$ cat src/rtl/pipe_pkg.sv
// Shared definitions for the instruction-fetch front end: datapath width,
// sequential PC step and the fetch FSM state encoding.
package pipe_pkg;

  localparam int unsigned XLEN = 32;
  localparam logic [XLEN-1:0] PC_INC = 32'd4;

  typedef enum logic {
    ST_RUN   = 1'b0,
    ST_DRAIN = 1'b1
  } fetch_state_e;

  // Clear the byte-offset bits so every fetch address is word aligned.
  function automatic logic [XLEN-1:0] align_word(input logic [XLEN-1:0] addr);
    return addr & ~(XLEN'(3));
  endfunction

endpackage

$ cat src/rtl/fetch_fifo.sv
// Instruction queue between the memory response port and the IF/ID register.
// Each entry holds {instr, pc_4}. Flush empties the queue in one cycle and
// wins over a simultaneous push or pop.
module fetch_fifo
  import pipe_pkg::*;
#(
  parameter int unsigned DEPTH = 4,
  localparam int unsigned W  = 2 * XLEN,
  localparam int unsigned CW = $clog2(DEPTH + 1)
) (
  input  logic          clk_i,
  input  logic          rst_i,
  input  logic          flush_i,
  input  logic          push_i,
  input  logic [W-1:0]  push_data_i,
  input  logic          pop_i,
  output logic [W-1:0]  pop_data_o,
  output logic          full_o,
  output logic          empty_o,
  output logic [CW-1:0] count_o
);

  localparam int unsigned AW = (DEPTH > 1) ? $clog2(DEPTH) : 1;
  localparam logic [CW-1:0] DEPTH_C = CW'(DEPTH);

  logic [W-1:0]  mem_q [DEPTH];
  logic [AW-1:0] wr_ptr_q, wr_ptr_d;
  logic [AW-1:0] rd_ptr_q, rd_ptr_d;
  logic [CW-1:0] count_q, count_d;
  logic          push_ok, pop_ok;

  assign empty_o    = (count_q == '0);
  assign full_o     = (count_q == DEPTH_C);
  assign count_o    = count_q;
  assign pop_data_o = mem_q[rd_ptr_q];

  // A push into a full queue is only legal when the head leaves the same cycle.
  assign pop_ok  = pop_i && !empty_o;
  assign push_ok = push_i && (!full_o || pop_ok);

  // Next pointer and occupancy; DEPTH is a power of two so pointers wrap naturally.
  always_comb begin
    wr_ptr_d = wr_ptr_q;
    rd_ptr_d = rd_ptr_q;
    count_d  = count_q;
    if (flush_i) begin
      wr_ptr_d = '0;
      rd_ptr_d = '0;
      count_d  = '0;
    end else begin
      if (push_ok) wr_ptr_d = wr_ptr_q + AW'(1);
      if (pop_ok)  rd_ptr_d = rd_ptr_q + AW'(1);
      if (push_ok && !pop_ok)      count_d = count_q + CW'(1);
      else if (!push_ok && pop_ok) count_d = count_q - CW'(1);
    end
  end

  // Pointer and occupancy registers.
  always_ff @(posedge clk_i) begin
    if (rst_i) begin
      wr_ptr_q <= '0;
      rd_ptr_q <= '0;
      count_q  <= '0;
    end else begin
      wr_ptr_q <= wr_ptr_d;
      rd_ptr_q <= rd_ptr_d;
      count_q  <= count_d;
    end
  end

  // Storage array; contents need no reset because occupancy gates visibility.
  always_ff @(posedge clk_i) begin
    if (push_ok && !flush_i) mem_q[wr_ptr_q] <= push_data_i;
  end

endmodule

$ cat src/rtl/if_fetch_unit.sv
// Instruction fetch unit: issues sequential word fetches, buffers in-order
// responses in a small queue and handles taken-branch redirects by flushing
// the queue and discarding responses to requests already in flight.
//
// state    | meaning
// ---------+-------------------------------------------------------------
// ST_RUN   | normal fetch; requests issued while a queue slot is reserved
// ST_DRAIN | waiting out stale responses after a redirect; no requests
module if_fetch_unit
  import pipe_pkg::*;
#(
  parameter int unsigned     DEPTH    = 4,
  parameter logic [XLEN-1:0] RESET_PC = 32'h0000_0000
) (
  input  logic            clk,
  input  logic            rst,
  output logic            imem_req_valid,
  output logic [XLEN-1:0] imem_req_addr,
  input  logic            imem_req_ready,
  input  logic            imem_rsp_valid,
  input  logic [XLEN-1:0] imem_rsp_data,
  input  logic            redirect_valid,
  input  logic [XLEN-1:0] redirect_pc,
  output logic            out_valid,
  input  logic            out_ready,
  output logic [XLEN-1:0] out_instr,
  output logic [XLEN-1:0] out_pc_4
);

  localparam int unsigned CW = $clog2(DEPTH + 1);
  localparam logic [CW:0] DEPTH_C = (CW + 1)'(DEPTH);

  fetch_state_e    state_q, state_d;
  logic [XLEN-1:0] pc_q, pc_d;
  logic [XLEN-1:0] rsp_pc_q, rsp_pc_d;
  logic [CW-1:0]   outst_q, outst_d;
  logic [CW-1:0]   discard_q, discard_d;

  logic [CW-1:0]     fifo_count;
  logic              fifo_full, fifo_empty;
  logic [2*XLEN-1:0] fifo_head;
  logic              fifo_push, fifo_pop;
  logic [XLEN-1:0]   rsp_pc_4;
  logic [CW:0]       reserved;
  logic              slot_free, req_fire, rsp_take;

  // Queue entries plus in-flight requests: a request only goes out if its
  // response is guaranteed a slot.
  assign reserved  = {1'b0, fifo_count} + {1'b0, outst_q};
  assign slot_free = !fifo_full && (reserved < DEPTH_C);

  assign req_fire  = imem_req_valid && imem_req_ready;
  assign rsp_take  = imem_rsp_valid && (outst_q != '0);
  assign rsp_pc_4  = rsp_pc_q + PC_INC;
  assign fifo_push = rsp_take && (state_q == ST_RUN) && !redirect_valid;
  assign fifo_pop  = out_valid && out_ready;

  fetch_fifo #(.DEPTH(DEPTH)) u_fifo (
    .clk_i       (clk),
    .rst_i       (rst),
    .flush_i     (redirect_valid),
    .push_i      (fifo_push),
    .push_data_i ({imem_rsp_data, rsp_pc_4}),
    .pop_i       (fifo_pop),
    .pop_data_o  (fifo_head),
    .full_o      (fifo_full),
    .empty_o     (fifo_empty),
    .count_o     (fifo_count)
  );

  // FSM state and discard counter registers.
  always_ff @(posedge clk) begin
    if (rst) begin
      state_q   <= ST_RUN;
      discard_q <= '0;
    end else begin
      state_q   <= state_d;
      discard_q <= discard_d;
    end
  end

  // Next state: a redirect discards everything still in flight after this
  // cycle, including a request that transfers alongside it.
  always_comb begin
    state_d   = state_q;
    discard_d = discard_q;
    if (redirect_valid) begin
      discard_d = outst_d;
      state_d   = (outst_d != '0) ? ST_DRAIN : ST_RUN;
    end else if (state_q == ST_DRAIN) begin
      if (rsp_take && (discard_q != '0)) discard_d = discard_q - CW'(1);
      if (discard_d == '0) state_d = ST_RUN;
    end
  end

  // Outputs: reset masks everything combinationally so nothing leaks during it.
  always_comb begin
    imem_req_valid = !rst && (state_q == ST_RUN) && slot_free;
    imem_req_addr  = pc_q;
    out_valid      = !rst && !fifo_empty;
    out_instr      = out_valid ? fifo_head[2*XLEN-1:XLEN] : '0;
    out_pc_4       = out_valid ? fifo_head[XLEN-1:0]      : '0;
  end

  // Fetch PC, next-response PC and in-flight count updates.
  always_comb begin
    pc_d     = pc_q;
    rsp_pc_d = rsp_pc_q;
    outst_d  = outst_q;
    if (redirect_valid) begin
      pc_d     = align_word(redirect_pc);
      rsp_pc_d = align_word(redirect_pc);
    end else begin
      if (req_fire)  pc_d     = pc_q + PC_INC;
      if (fifo_push) rsp_pc_d = rsp_pc_4;
    end
    if (req_fire && !rsp_take)      outst_d = outst_q + CW'(1);
    else if (!req_fire && rsp_take) outst_d = outst_q - CW'(1);
  end

  // Datapath registers.
  always_ff @(posedge clk) begin
    if (rst) begin
      pc_q     <= RESET_PC;
      rsp_pc_q <= RESET_PC;
      outst_q  <= '0;
    end else begin
      pc_q     <= pc_d;
      rsp_pc_q <= rsp_pc_d;
      outst_q  <= outst_d;
    end
  end

endmodule

$ cat config.mk
export PLATFORM = sky130hd
export DESIGN_NAME = if_fetch_unit
export DESIGN_NICKNAME = d
export VERILOG_FILES = /design/src/rtl/pipe_pkg.sv /design/src/rtl/fetch_fifo.sv /design/src/rtl/if_fetch_unit.sv
export SDC_FILE = /design/constraint.sdc
export NUM_CORES = 1
export LEC_CHECK = 0
export BUFFER_PORTS_ARGS = -buffer_cell sky130_fd_sc_hd__buf_2
export CAP_MARGIN = 20
export CORE_MARGIN = 1.5
export CORE_UTILIZATION = 53
export DETAILED_ROUTE_END_ITERATION = 6
export GPL_ROUTABILITY_DRIVEN = 0
export PLACE_DENSITY_LB_ADDON = 0.12
export SETUP_SLACK_MARGIN = 0.2
export SLEW_MARGIN = 40
export SYNTH_ARGS = -nofsm -noshare
export SYNTH_HDL_FRONTEND = slang
export SYNTH_SLANG_ARGS = --single-unit
export TNS_END_PERCENT = 10
$ cat constraint.sdc
create_clock -name clk -period 3.6 [get_ports clk]
set_input_delay 0.72 -clock clk [delete_from_list [all_inputs] [get_ports clk]]
set_output_delay 0.72 -clock clk [all_outputs]
set_load 0.05 [all_outputs]
==> impl_metrics.json, run 1 <==
{
  "cts_resized": 0,
  "synth_warn": 0,
  "areaGrowthSynthToFinish_pct": 16.2,
  "holdPathStages": 1,
  "clkSinkCount": 324,
  "netlist_instances": 956,
  "grt_remaining_overflow": 0,
  "timing.max_slew.rel_slack_pct": 52.0,
  "ys_seq_elements": 324,
  "worst_clock_skew_ns": 0.0204,
  "dr.pass1.iters": 5,
  "nNetsFinal": 1199,
  "synth.cell_area_um2": 14000,
  "fp.dieH_um": 166,
  "fmaxAchievable_ghz": 0.323,
  "width_of_the_die_um": 166,
  "timing.final.crit_share_pct": 86.1,
  "run_status": "completed",
  "holdCritStartpoint": "imem_rsp_data[29]",
  "finalSetupTns_ns": 0,
  "global_route.usage.met3_pct": 3.43,
  "dpl.hpwl_mm": 17.1,
  "vias": 8387,
  "critical_register_to_register_path_endpoint": "u_fifo.count_o[2]",
  "postSynth.asyncResetShare_pct": 0,
  "yosys.area_share.adder_pct": 1.39,
  "post_cts.repair.setup_buffers": 0,
  "worstHoldPathType": "input port to flip-flop",
  "edff_count_synth": 248,
  "wire_per_inst_um": 18.5,
  "coreArea_um2": 26100,
  "antenna_cells_inserted": 0,
  "ctsHtreeMaxLevel": 2,
  "r2r_setup_slack_ns": 0.83,
  "rsz0062_at_grt": "false",
  "finalHoldWorstSlack_ns": 0.434,
  "totalWireLength_mm": 27.3,
  "cp.required_ns": 2.88,
  "die-area_um2": 27500,
  "io_buffer_count": 161,
  "cp-start-kind": "flip-flop",
  "grt_antenna_before_repair": 0,
  "grt_most_used_layer": "met2",
  "yosys.area_share.simple_pct": 10.9,
  "grt_pass1_vias": 8186,
  "worstReg2RegStart": "outst_q[0]",
  "synth_sequential_area_ratio_pct": 63.9,
  "floorplan.initialDensity_pct": 53.9,
  "cts_tree": "done",
  "layout_setup_ws_ns": 0.500,
  "rows": 59,
  "final_number_of_hold_violating_endpoints": 0,
  "clk_latency_ns": 0.50,
  "instances_no_fill": 1473,
  "path_class": "flip-flop to output pin",
  "setup_viol": 0,
  "synth_top_family_by_area": "simple AND/OR/NAND/NOR gates",
  "boundaryPins": 168,
  "cts_hold_buf": 0,
  "clkSlewWorstSetupHoldPaths_ns": 0.06,
  "vdd_drop_max_uv": 318,
  "antenna_left": 0,
  "cts.path.max_buffers": 3,
  "drtIter0Drc": 692,
  "worstMarginPinSlew_ns": 0.714,
  "critical_path_peak_fanout": 26,
  "numCtsBuffers": 34,
  "viasPerCell": 5.69,
  "pre_cts_ws_ns": 0.571,
  "maxCapViolations": 0,
  "final.min_clock_period_ns": 3.10,
  "synthFlopType": "edfxtp_1",
  "muxShareOfSynthArea_pct": 10.3,
  "reg2reg_depth": 11,
  "cts-root-buf": "clkbuf_16",
  "power.static_leakage_nw": 5.68,
  "power-per-cell-area_nw_per_um2": 550,
  "synthDistinctLibCells": 50,
  "synth_xor_area_share_pct": 3.93,
  "min_delay_worst_endpoint": "u_fifo.mem_q[0][61]",
  "timing_max_transition_violations_final": 0,
  "place_inst": 1413,
  "remaining_drc_errors": 0,
  "worst_setup_path_end_kind": "output pin",
  "wire_length_of_the_first_global_routing_pass_mm": 43.8,
  "gr-usage-met2_pct": 31.1,
  "postSynthAreaPerCell_um2": 14.7,
  "post_route_cells_drive_above_1_share_pct": 26.8,
  "grt_util_all_layers_pct": 19.9,
  "synthesized_area_fraction_occupied_by_ao_oa_aoi_and_oai_cells_pct": 7.21,
  "grt_max_degree": 74,
  "grt_util_met1_pct": 29.5,
  "worst-endpoint-arrival_ns": 2.38
}
## how the worst max path moves through the flow
stage	end	slack, ns	cells after the start
floorplan	u_fifo.mem_q[3][10]	0.02	8
global placement	u_fifo.count_o[2]	0.59	9
detailed placement	u_fifo.count_o[2]	0.57	9
CTS	out_pc_4[16]	0.43	4
global route	out_instr[27]	0.34	4
finish	out_pc_4[11]	0.50	4
## cells by family after synthesis
kind of cell,count (synthesis)
compound gates,135
xor+xnor,63
fa+ha+maj,15
buf+inv,79
flops,324
mux,67
other cells,1
simple gates,272
## area by class of cell
| type | instances | area (µm²) |
|---|---|---|
| Fill cell | 1990 | 9740 |
| Sequential cell | 324 | 8970 |
| Clock buffer | 41 | 898 |
| Clock inverter | 19 | 146 |
| Inverter | 19 | 71.3 |
| Tap cell | 335 | 419 |
| Timing Repair Buffer | 179 | 1040 |
| Multi-Input combinational cell | 556 | 4770 |
## cell usage in the layout, fill, tap and decap left out, drive strengths merged, types with 10 or more instances in the layout
| master | count |
|---|---|
| edfxtp | 248 |
| clkbuf | 41 |
| and3 | 10 |
| a21boi | 24 |
| xor2 | 31 |
| nand3 | 17 |
| dfxtp | 76 |
| nor2 | 30 |
| xnor2 | 32 |
| ha | 14 |
| clkinv | 11 |
| inv | 20 |
| nand4 | 22 |
| mux4 | 62 |
| nor4 | 23 |
| nand2 | 40 |
| o21a | 32 |
| o21ai | 10 |
| nor3 | 27 |
| and2 | 70 |
| o31a | 34 |
| buf | 179 |
## power by group
part | total [W] | switching, W | leakage, nW | internal, W
clock network | 0.00327 | 0.00135 | 0.498 | 0.00192
registers | 0.00437 | 0.000132 | 2.88 | 0.00424
logic | 0.00133 | 0.000870 | 2.30 | 0.000456
total | 0.00897 | 0.00235 | 5.68 | 0.00662
## flip-flops by register name, summed over array words and instances (netlist names), named ones only
signal and cells:
rsp_pc_q 30, u_fifo.wr_ptr_q 2, u_fifo.mem_q 248, u_fifo.rd_ptr_q 2, outst_q 3, u_fifo.count_o 3, imem_req_addr 30, state_q 1
discard_q 3
## stage by stage
step,cell area [µm²],utilization [%],power [W]
floorplan,14100,-,0.00542
global placement,15300,58.6,0.00577
detailed placement,15300,58.6,0.00579
CTS,16300,62.6,0.00906
global route,16300,62.6,0.00934
finish,16300,62.6,0.00897
## cells in the mapped netlist (all sizes together), types with 9 or more instances
| cell type | number | area share (%) |
|---|---|---|
| a21oi | 9 | 0.32 |
| clkbuf | 37 | 0.99 |
| and3 | 10 | 0.45 |
| dfxtp | 76 | 11 |
| nand3 | 17 | 0.61 |
| o21a | 32 | 1.7 |
| xnor2 | 32 | 2.0 |
| a21boi | 24 | 1.3 |
| nand4 | 22 | 1.1 |
| nand2 | 40 | 1.1 |
| xor2 | 31 | 1.9 |
| and4 | 9 | 0.56 |
| mux4 | 62 | 9.9 |
| nor3 | 27 | 1.0 |
| and2 | 70 | 3.1 |
| buf | 23 | 0.85 |
| edfxtp | 248 | 53 |
| ha | 14 | 1.2 |
| o21ai | 10 | 0.36 |
| nor2 | 30 | 0.80 |
| inv | 19 | 0.51 |
| nor4 | 23 | 1.1 |
| o31a | 34 | 2.1 |
## layer usage
layer,part of all wire [%],vias to the layer above
li1,-,3986
met1,47,4096
met2,46,273
met3,5.7,32
met4,1.4,0
met5,0,-
## worst max-delay path: stages, from the launching register on
cell and delay, ns:
dfxtp_4 0.62, buf_12 0.30, mux4_2 0.57, and2_1 0.17, buf_2 0.20
Power figures use the tool's default switching activity.
==> run 2, diff against run 1 <==
Settings changed: PLACE_DENSITY set to 0.78, PLACE_DENSITY_LB_ADDON 0.12 to unset.
==> run 2 against run 1 <==
  * Total power up 2.7%
  * Core utilization up 0.22 points
  * First-iteration DRC count up 3.0%
  * Sequential share of layout area down 0.19 points
  * Critical path depth unchanged
  * Worst hold slack worse by 0.0036 ns
  * Setup slack worse by 0.090 ns
  * Critical endpoint is now out_instr[10]
  * Highest routed layer unchanged
==> impl_metrics.json, run 2 (synthesis results as in run 1) <==
{
  "worst-path-buf-inv": 2,
  "seq_power_share_pct": 47.6,
  "netSwitchingPower_w": 0.00242,
  "cp-start-kind": "flip-flop",
  "cts_resized": 0,
  "timing.final.crit_share_pct": 88.6,
  "worstHoldPathType": "input port to flip-flop",
  "remaining_drc_errors": 0,
  "rsz0062_at_grt": "false",
  "fp.dieH_um": 166,
  "combinationalPowerShare_pct": 14.5,
  "antenna_cells_inserted": 0,
  "internal_power_w": 0.00679,
  "die-area_um2": 27500,
  "power-per-cell-area_nw_per_um2": 562,
  "placement.cell_area_um2": 15200,
  "multi_input_gate_area_um2": 4770,
  "drtIter0Drc": 713,
  "antenna_left": 0,
  "max_stage_delay_ns": 0.70,
  "grt_util_all_layers_pct": 20.5,
  "width_of_the_die_um": 166,
  "areaGrowthSynthToFinish_pct": 16.6,
  "coreArea_um2": 26100,
  "switching_share_pct": 26.3,
  "totalWireLength_mm": 28.3,
  "layout.cells.most_common": "edfxtp_1",
  "dr.pass1.iters": 5,
  "design_power_total_w": 0.00921,
  "slowest_stage": "dfxtp_4",
  "cts.path.max_buffers": 3,
  "viasPerCell": 5.79,
  "boundaryPins": 168,
  "worstPathCellList": "buf_4 -> mux4_2 -> and2_1 -> buf_2",
  "timing_max_transition_violations_final": 0,
  "final_number_of_hold_violating_endpoints": 0,
  "final.min_clock_period_ns": 3.19,
  "critical_path_peak_fanout": 27,
  "setup_viol": 0,
  "worst_setup_path_end_kind": "output pin",
  "grt_remaining_overflow": 0,
  "floorplan.initialDensity_pct": 53.9,
  "ctsHtreeMaxLevel": 2,
  "post_route_cells_drive_above_1_share_pct": 27.2,
  "cpLargestDelayFamily": "flip-flops",
  "grt_pass1_vias": 8264,
  "run_status": "completed",
  "timing.max_slew.rel_slack_pct": 46.5,
  "numCtsBuffers": 35,
  "vdd_drop_max_uv": 519,
  "finalSetupTns_ns": 0,
  "clkSinkCount": 324,
  "worstMarginPinSlew_ns": 0.802,
  "path_class": "flip-flop to output pin",
  "wire_length_of_the_first_global_routing_pass_mm": 44.7,
  "clkPwrFrac_pct": 38.0,
  "cts_tree": "done",
  "largest_reg_flops": 248,
  "grt_antenna_before_repair": 0,
  "rows": 59,
  "vias": 8537,
  "cts_hold_buf": 0,
  "worst-endpoint-arrival_ns": 2.47,
  "grt_max_degree": 74,
  "total_non_filler_cell_area_in_the_finished_layout_um2": 16400,
  "wire_per_inst_um": 19.2,
  "dpl.hpwl_mm": 17.6,
  "nNetsFinal": 1200,
  "largest-register": "u_fifo.mem_q",
  "post_cts.repair.setup_buffers": 0,
  "cts-root-buf": "clkbuf_16",
  "clkSlewWorstSetupHoldPaths_ns": 0.06,
  "fmaxAchievable_ghz": 0.314,
  "worst_clock_skew_ns": 0.0141,
  "cp.required_ns": 2.88,
  "layout.cells.most_common_list": "edfxtp_1, buf_2, dfxtp_1",
  "seqCellArea_um2": 8970,
  "power.static_leakage_nw": 5.72,
  "io_buffer_count": 161,
  "filler_cell_count": 1874,
  "clk_latency_ns": 0.51,
  "maxCapViolations": 0
}
-- run 2: power by group through the flow --
stage,Sequential (W),Clock [W],Combinational [W]
after CTS,0.00438,0.00357,0.00134
after floorplan,0.00450,0,0.000922
after global routing,0.00440,0.00370,0.00144
after global placement,0.00444,0,0.00131
final,0.00438,0.00350,0.00133
after detailed placement,0.00445,0,0.00134
-- run 2: area by class of cell --
cell class	instances	share of cell area [%]
flip-flops and latches	324	54.8
multi-input cells	556	29.1
repair buffers	179	6.21
clock buffers	42	5.78
well taps	335	2.56
clock inverters	19	1.09
inverters	19	0.436
-- run 2: metal layers --
metal / routed length [µm] / vias to the layer above / part of all wire [%] / GRT usage, %
met3: 1730 / 44 / 6.1 / 3.43
met5: 0 / - / 0 / 0
met2: 13200 / 291 / 47 / 31.8
met4: 557 / 0 / 2.0 / 6.03
li1: - / 4001 / - / -
met1: 12800 / 4201 / 45 / 30.2
-- run 2: worst register-to-register path, cell delays in order, from the launching register on --
cell and delay (ns):
dfxtp_1 0.41, inv_1 0.10, ha_1 0.21, nor2b_1 0.21
nor3_2 0.18, o211a_1 0.30, ha_1 0.22, inv_1 0.06
fa_1 0.37, xor2_1 0.17, or3_1 0.31, a21oi_1 0.14
-- run 2: metrics by stage --
step / setup slack [ns] / hold slack [ns] / utilization (%) / cells
detailed placement: 0.544 / 0.481 / 58.5 / 1413
global placement: 0.574 / 0.467 / 58.5 / 1413
finish: 0.411 / 0.430 / 62.8 / 1474
CTS: 0.310 / 0.411 / 62.8 / 1474
global route: 0.255 / 0.415 / 62.8 / 1474
floorplan: 0.0162 / 0.450 / - / 959
-- run 2: path summary, 6_finish.rpt --
check	slack (ns)	depth (start not counted)	end	startpoint
max	0.41	4	out_instr[10]	flip-flop
min	0.43	1	u_fifo.mem_q[2][35]	imem_rsp_data[3]
max reg2reg	0.84	11	u_fifo.count_o[2]	outst_q[0]
min reg2reg	0.49	2	discard_q[0]	discard_q[0]
